## src/rtl/mem_arbiter_pkg.sv

```systemverilog
// Shared widths and owner-state encoding for the instruction/data memory arbiter.
// The width macros are only defined here when no project-wide value exists.
`ifndef ADDR
`define ADDR 16
`endif
`ifndef WORD
`define WORD 32
`endif

package mem_arbiter_pkg;

    // Which requester owns the read response arriving next cycle.
    typedef enum logic [1:0] {
        IDLE = 2'd0,
        RD_I = 2'd1,
        RD_D = 2'd2
    } owner_t;

endpackage

```

## src/rtl/mem_arbiter_starve_cnt.sv

```systemverilog
// Counts consecutive cycles a pending instruction request loses arbitration.
// Saturates at LIMIT and flags when the limit is reached.
module arb_starve_cnt #(
    parameter int LIMIT = 4,
    parameter int W     = $clog2(LIMIT + 1)
) (
    input  logic clk,
    input  logic rst,
    input  logic pend,
    output logic at_limit
);

    logic [W-1:0] cnt;

    always_ff @(posedge clk) begin
        if (rst) begin
            cnt <= '0;
        end else if (!pend) begin
            cnt <= '0;
        end else if (cnt != W'(LIMIT)) begin
            cnt <= cnt + 1'b1;
        end
    end

    assign at_limit = (cnt == W'(LIMIT));

endmodule

```

## src/rtl/mem_arbiter.sv

```systemverilog
// Shares one single-port synchronous memory between instruction and data ports.
// Optional instruction starvation guard is enabled by defining MEM_ARB_STARVE_EN.
module mem_arbiter
    import mem_arbiter_pkg::*;
#(
    parameter int STARVE_LIMIT = 4,
    parameter int AW           = `ADDR,
    parameter int DW           = `WORD
) (
    input  logic          clk,
    input  logic          rst,
    input  logic          i_req_i,
    input  logic [AW-1:0] i_addr_i,
    output logic          i_gnt_o,
    output logic          i_valid_o,
    output logic [DW-1:0] i_data_o,
    input  logic          d_req_i,
    input  logic          d_we_i,
    input  logic [AW-1:0] d_addr_i,
    input  logic [DW-1:0] d_wdata_i,
    output logic          d_gnt_o,
    output logic          d_valid_o,
    output logic [DW-1:0] d_rdata_o,
    output logic [AW-1:0] m_addr_o,
    output logic          m_we_o,
    output logic [DW-1:0] m_wdata_o,
    input  logic [DW-1:0] m_rdata_i
);

    owner_t state_q, state_d;
    logic   starve_force;

`ifdef MEM_ARB_STARVE_EN
    arb_starve_cnt #(
        .LIMIT(STARVE_LIMIT)
    ) u_starve (
        .clk      (clk),
        .rst      (rst),
        .pend     (i_req_i & ~i_gnt_o),
        .at_limit (starve_force)
    );
`else
    assign starve_force = 1'b0;
`endif

    always_ff @(posedge clk) begin
        if (rst) begin
            state_q <= IDLE;
        end else begin
            state_q <= state_d;
        end
    end

    always_comb begin
        state_d   = IDLE;
        i_gnt_o   = 1'b0;
        d_gnt_o   = 1'b0;
        i_valid_o = 1'b0;
        d_valid_o = 1'b0;
        i_data_o  = '0;
        d_rdata_o = '0;
        m_addr_o  = '0;
        m_we_o    = 1'b0;
        m_wdata_o = '0;

        // Everything is held at zero during reset, including a response still in flight.
        if (!rst) begin
            if (i_req_i && (!d_req_i || starve_force)) begin
                i_gnt_o = 1'b1;
            end else if (d_req_i) begin
                d_gnt_o = 1'b1;
            end

            if (i_gnt_o) begin
                m_addr_o = i_addr_i;
                state_d  = RD_I;
            end else if (d_gnt_o) begin
                m_addr_o  = d_addr_i;
                m_we_o    = d_we_i;
                m_wdata_o = d_wdata_i;
                state_d   = d_we_i ? IDLE : RD_D;
            end

            i_valid_o = (state_q == RD_I);
            d_valid_o = (state_q == RD_D);
            if (i_valid_o) i_data_o = m_rdata_i;
            if (d_valid_o) d_rdata_o = m_rdata_i;
        end
    end

endmodule

```

## config.mk

```make
export PLATFORM = sky130hd
export DESIGN_NAME = mem_arbiter
export DESIGN_NICKNAME = d
export VERILOG_FILES = /design/src/rtl/mem_arbiter_pkg.sv /design/src/rtl/mem_arbiter_starve_cnt.sv /design/src/rtl/mem_arbiter.sv
export SDC_FILE = /design/constraint.sdc
export NUM_CORES = 1
export LEC_CHECK = 0
export ABC_CLOCK_PERIOD_IN_PS = 1500
export CELL_PAD_IN_SITES_DETAIL_PLACEMENT = 1
export CELL_PAD_IN_SITES_GLOBAL_PLACEMENT = 1
export CORE_ASPECT_RATIO = 2
export CORE_MARGIN = 2
export CORE_UTILIZATION = 10
export DETAILED_ROUTE_END_ITERATION = 12
export GPL_TIMING_DRIVEN = 0
export PLACE_DENSITY_LB_ADDON = 0.1
export SLEW_MARGIN = 0
export SYNTH_ARGS = -nofsm -noshare
export SYNTH_HDL_FRONTEND = slang
export SYNTH_SLANG_ARGS = --single-unit
```

## constraint.sdc

```tcl
create_clock -name clk -period 1.5 [get_ports clk]
set_clock_uncertainty 0.15 [all_clocks]
set_input_delay 0.15 -clock clk [delete_from_list [all_inputs] [get_ports clk]]
set_output_delay 0.15 -clock clk [all_outputs]
set_load 0.01 [all_outputs]
```

## Yosys cells after proc, flatten, opt, wreduce, memory -nomap -nowiden

Cells that the tools add are included.

- Equality and inequality tests: 2
- Muxes and demuxes: 25
- Bitwise logic cells: 1
- Reductions and logical operators: 3

Operators by type and width:

| operator | number |
|---|---|
| $mux W32 | 7 |
| $mux W16 | 3 |
| $mux W1 | 14 |
| $reduce_or A3 Y1 | 1 |
| $eq A2 B1 Y1 const B | 1 |
| $eq A2 B2 Y1 const B | 1 |
| $mux W2 | 1 |
| $logic_and A1 B1 Y1 | 1 |
| $logic_not A1 Y1 | 1 |
| $not A1 Y1 | 1 |

- Word-level logic and storage cells: 33
- Output and inout port bits: 117
- Register bits after elaboration: 2
- Input bits: 101

## Longest topological paths before layout

- Word-level depth: 7
- Gate-level depth with buffers: 3
- Gate-level depth less buffers: 2

## Worst setup path after synthesis

No wires, ideal clock.

- Path type: register -> output
- Start point: reg state_q[1]
- End point: out d_rdata_o[22]
- Buffers on the path: 1
- Data required time: 1.200 ns
- Arrival: 0.961 ns
- Setup slack: 0.239 ns
- Stages on the path, launching flop included: 4
- Cell sequence: dfxtp_1 > nor3b_2 > buf_2 > and2_1

- Longest elaborated chain between the ends: 3

RTL lines:

| what | line | text |
|---|---|---|
| start, declared | mem_arbiter.sv:30 | `owner_t state_q, state_d;` |
| start signal, assigned | mem_arbiter.sv:50 | `state_q <= state_d;` |
| $eq A2 B2 Y1 | mem_arbiter.sv:85 | `d_valid_o = (state_q == RD_D);` |
| $mux W32 | mem_arbiter.sv:87 | `if (d_valid_o) d_rdata_o = m_rdata_i;` |
| $mux W32 | mem_arbiter.sv:67 | `if (!rst) begin` |
| end, declared | mem_arbiter.sv:23 | `output logic [DW-1:0] d_rdata_o,` |

Every way passes these cells.

## Final worst setup path

- Start point: reg state_q[1]
- End point: out d_rdata_o[1]

Same word-level chain as after synthesis.

==> flow_summary.json <==
{
  "sw_frac_of_total_pct": 25.64,
  "worstHoldEndpoint": "state_q[1]",
  "grt_overflow": 0,
  "viasPerCell": 4.055,
  "track_usage_pct": 13.04,
  "fmax_mhz": 619.4,
  "diodes": 0,
  "dpl.hpwl_um": 5843,
  "maxSlewViolCount": 0,
  "instances_no_fill": 472,
  "arrival_ns": 1.31,
  "cp-end-kind": "primary output",
  "wl_per_cell_um": 15.01,
  "drc_errors": 0,
  "crit_start": "state_q[1]",
  "coreArea_um2": 9196,
  "required_ns": 1.20,
  "netlist_area_um2": 934.6,
  "tightest_slew_ns": 0.2059,
  "powerDensity_nw_per_um2": 336.9,
  "pre_cts_slack_ns": -0.9430,
  "p_comb_share_pct": 57.6,
  "status": "complete, but fails checks",
  "fin_tns_setup_ns": -4.756,
  "synth.distinct_cells": 11,
  "firstDrtPassIters": 4,
  "finalHoldViolCount": 0,
  "post-route-period-util_pct": 107.6,
  "path_clk_slew_ns": 0.03,
  "row_count": 50,
  "synth_top_area_cell": "and2_1",
  "area_delta_synth_final_pct": 243.6,
  "ys_warn_count": 0,
  "vias": 1914,
  "layout_setup_ws_ns": -0.1146,
  "syn_inst": 136,
  "clkPwrFrac_pct": 37.0,
  "drt_wl_total_um": 7087,
  "synth_top_cell_area_share_pct": 66.27,
  "clock-root-buffer": "clkbuf_16",
  "critPathKind": "flip-flop to primary output",
  "grt_pass1_wl_um": 10690,
  "period_minus_slack_ns": 1.615,
  "fp.dieH_um": 140.7,
  "io_buffers": 216,
  "antenna_found_initial": 0,
  "numClockSinks": 2,
  "hold_path_depth": 2,
  "regMostFlops": "state_q",
  "die_area_um2": 10180,
  "ant_nets": 0,
  "grt_max_degree": 11,
  "cts_buffers": 3,
  "yosys-top-cells-area": "and2_1, a32o_1, dfxtp_1, buf_2, clkbuf_2",
  "start_util_pct": 10.16,
  "ys_seq_area_share_pct": 4.284,
  "final_nets": 471,
  "grt_pass1_vias": 2070,
  "drive_above_1_share_pct": 47.83,
  "cts.htree.levels": 1,
  "worstHoldStart": "d_we_i",
  "maxCapViolations": 0,
  "cts_tree": "yes",
  "hold_buffers": 0,
  "relSlewSlack_pct": 86.27,
  "largest_reg_flops": 2,
  "avgSynthCellArea_um2": 6.872,
  "p_leak_nw": 1.610,
  "internal_power_uw": 804.6,
  "rsz0062_at_grt": "true",
  "ios": 218,
  "drtIter0Drc": 26,
  "violations": "setup timing",
  "synth-seq-cells": 2,
  "worst_setup_path_start_kind": "flip-flop",
  "worst-path-max-fanout": 6,
  "reg_top3": "state_q x2",
  "p_switching_uw": 277.5,
  "vdd_drop_max_v": 0.0002657,
  "die_x_um": 72.36,
  "gp_congestion": 0.7873,
  "clockBufferDepth": 2,
  "pwr-share-seq_pct": 5.4,
  "setup_viol": 60,
  "min_path_type": "input pin to flip-flop",
  "synthesis.nets": 237,
  "place_inst": 456
}
[routing by layer]
layer  global-route usage, %  part of all wire, %  up-vias
met1                   14.89                   36      847
met5                       0                    0        -
met3                   4.503                   13        5
met4                   2.085                 0.66        0
met2                   23.27                   50      153
li1                        -                    -      909
[power by group through the flow]
stage	Sequential (mW)	Combinational [mW]	Clock [mW]
3_5_place_dp	0.0579	0.637	0
5_1_grt	0.0589	0.671	0.413
3_3_place_gp	0.0578	0.625	0
4_1_cts	0.0586	0.619	0.407
2_1_floorplan	0.0575	0.163	0
6_report	0.0586	0.623	0.400
[through the flow]
step	area [um2]	hold WS, ns	util [%]	total power [mW]
finish	3212	0.3491	34.93	1.082
global route	3212	0.3814	34.93	1.143
CTS	3128	0.3650	34.01	1.085
detailed placement	3227	0.5945	35.09	0.6947
global placement	3227	0.5824	35.09	0.6826
floorplan	934.6	0.07161	-	0.2207
[critical path: stages, from the launching register on]
cell and delay, ns:
dfxtp_2 0.34, nor3b_4 0.19, buf_6 0.17, buf_6 0.10, buf_6 0.08, and2_4 0.13
buf_6 0.09
[worst max-delay path by stage]
stage               endpoint
4_1_cts         d_rdata_o[1]
3_5_place_dp     i_data_o[2]
3_3_place_gp    d_rdata_o[7]
6_report        d_rdata_o[1]
5_1_grt        d_rdata_o[11]
2_1_floorplan  d_rdata_o[22]
[synthesized netlist by cell type]
cell / count
buf_2: 5
nor2_2: 1
clkbuf_2: 5
clkbuf_1: 3
nor3b_2: 2
dfxtp_1: 2
a32o_1: 16
buf_4: 1
nor2b_2: 1
nor2b_1: 1
and2_1: 99
[what timing repair did]
action	4_1_cts	5_1_grt
gates resized for setup	432	105
pin swaps	6	10
setup endpoints to repair	117	98
setup buffers	9	0
gates cloned	3	1
[final cells by class]
cell class / count / area (um2)
Fill cell: 1127 / 5984
Timing Repair Buffer: 229 / 1892
Multi-Input combinational cell: 120 / 910.9
Buffer: 14 / 161.4
Tap cell: 104 / 130.1
Clock buffer: 3 / 75.07
Sequential cell: 2 / 42.54
[logic make-up (layout without fill, tap and decap cells)]
kind of cell,after synthesis,count (layout),synth area share (%)
AND/OR/NAND/NOR,104,104,71.22
flip-flops,2,2,4.284
buffers and inverters,14,246,7.362
AO/OA/AOI/OAI,16,16,17.13
[layout by cell type (no fill, tap or decap)]
cell	netlist	routed
nor2b_4	0	1
clkdlybuf4s50_1	0	97
and2_4	0	25
dfxtp_2	0	2
clkdlybuf4s15_1	0	2
buf_12	0	1
clkbuf_4	0	2
and2_1	99	74
clkbuf_2	5	32
nor3b_4	0	2
nor2_4	0	1
clkbuf_8	0	2
a32o_1	16	16
buf_6	0	38
buf_2	5	57
dlygate4sd2_1	0	2
buf_4	1	5
buf_8	0	4
clkbuf_16	0	3
nor2b_1	1	1
clkdlybuf4s15_2	0	1
Note: power is estimated with default switching activity, not from simulation.
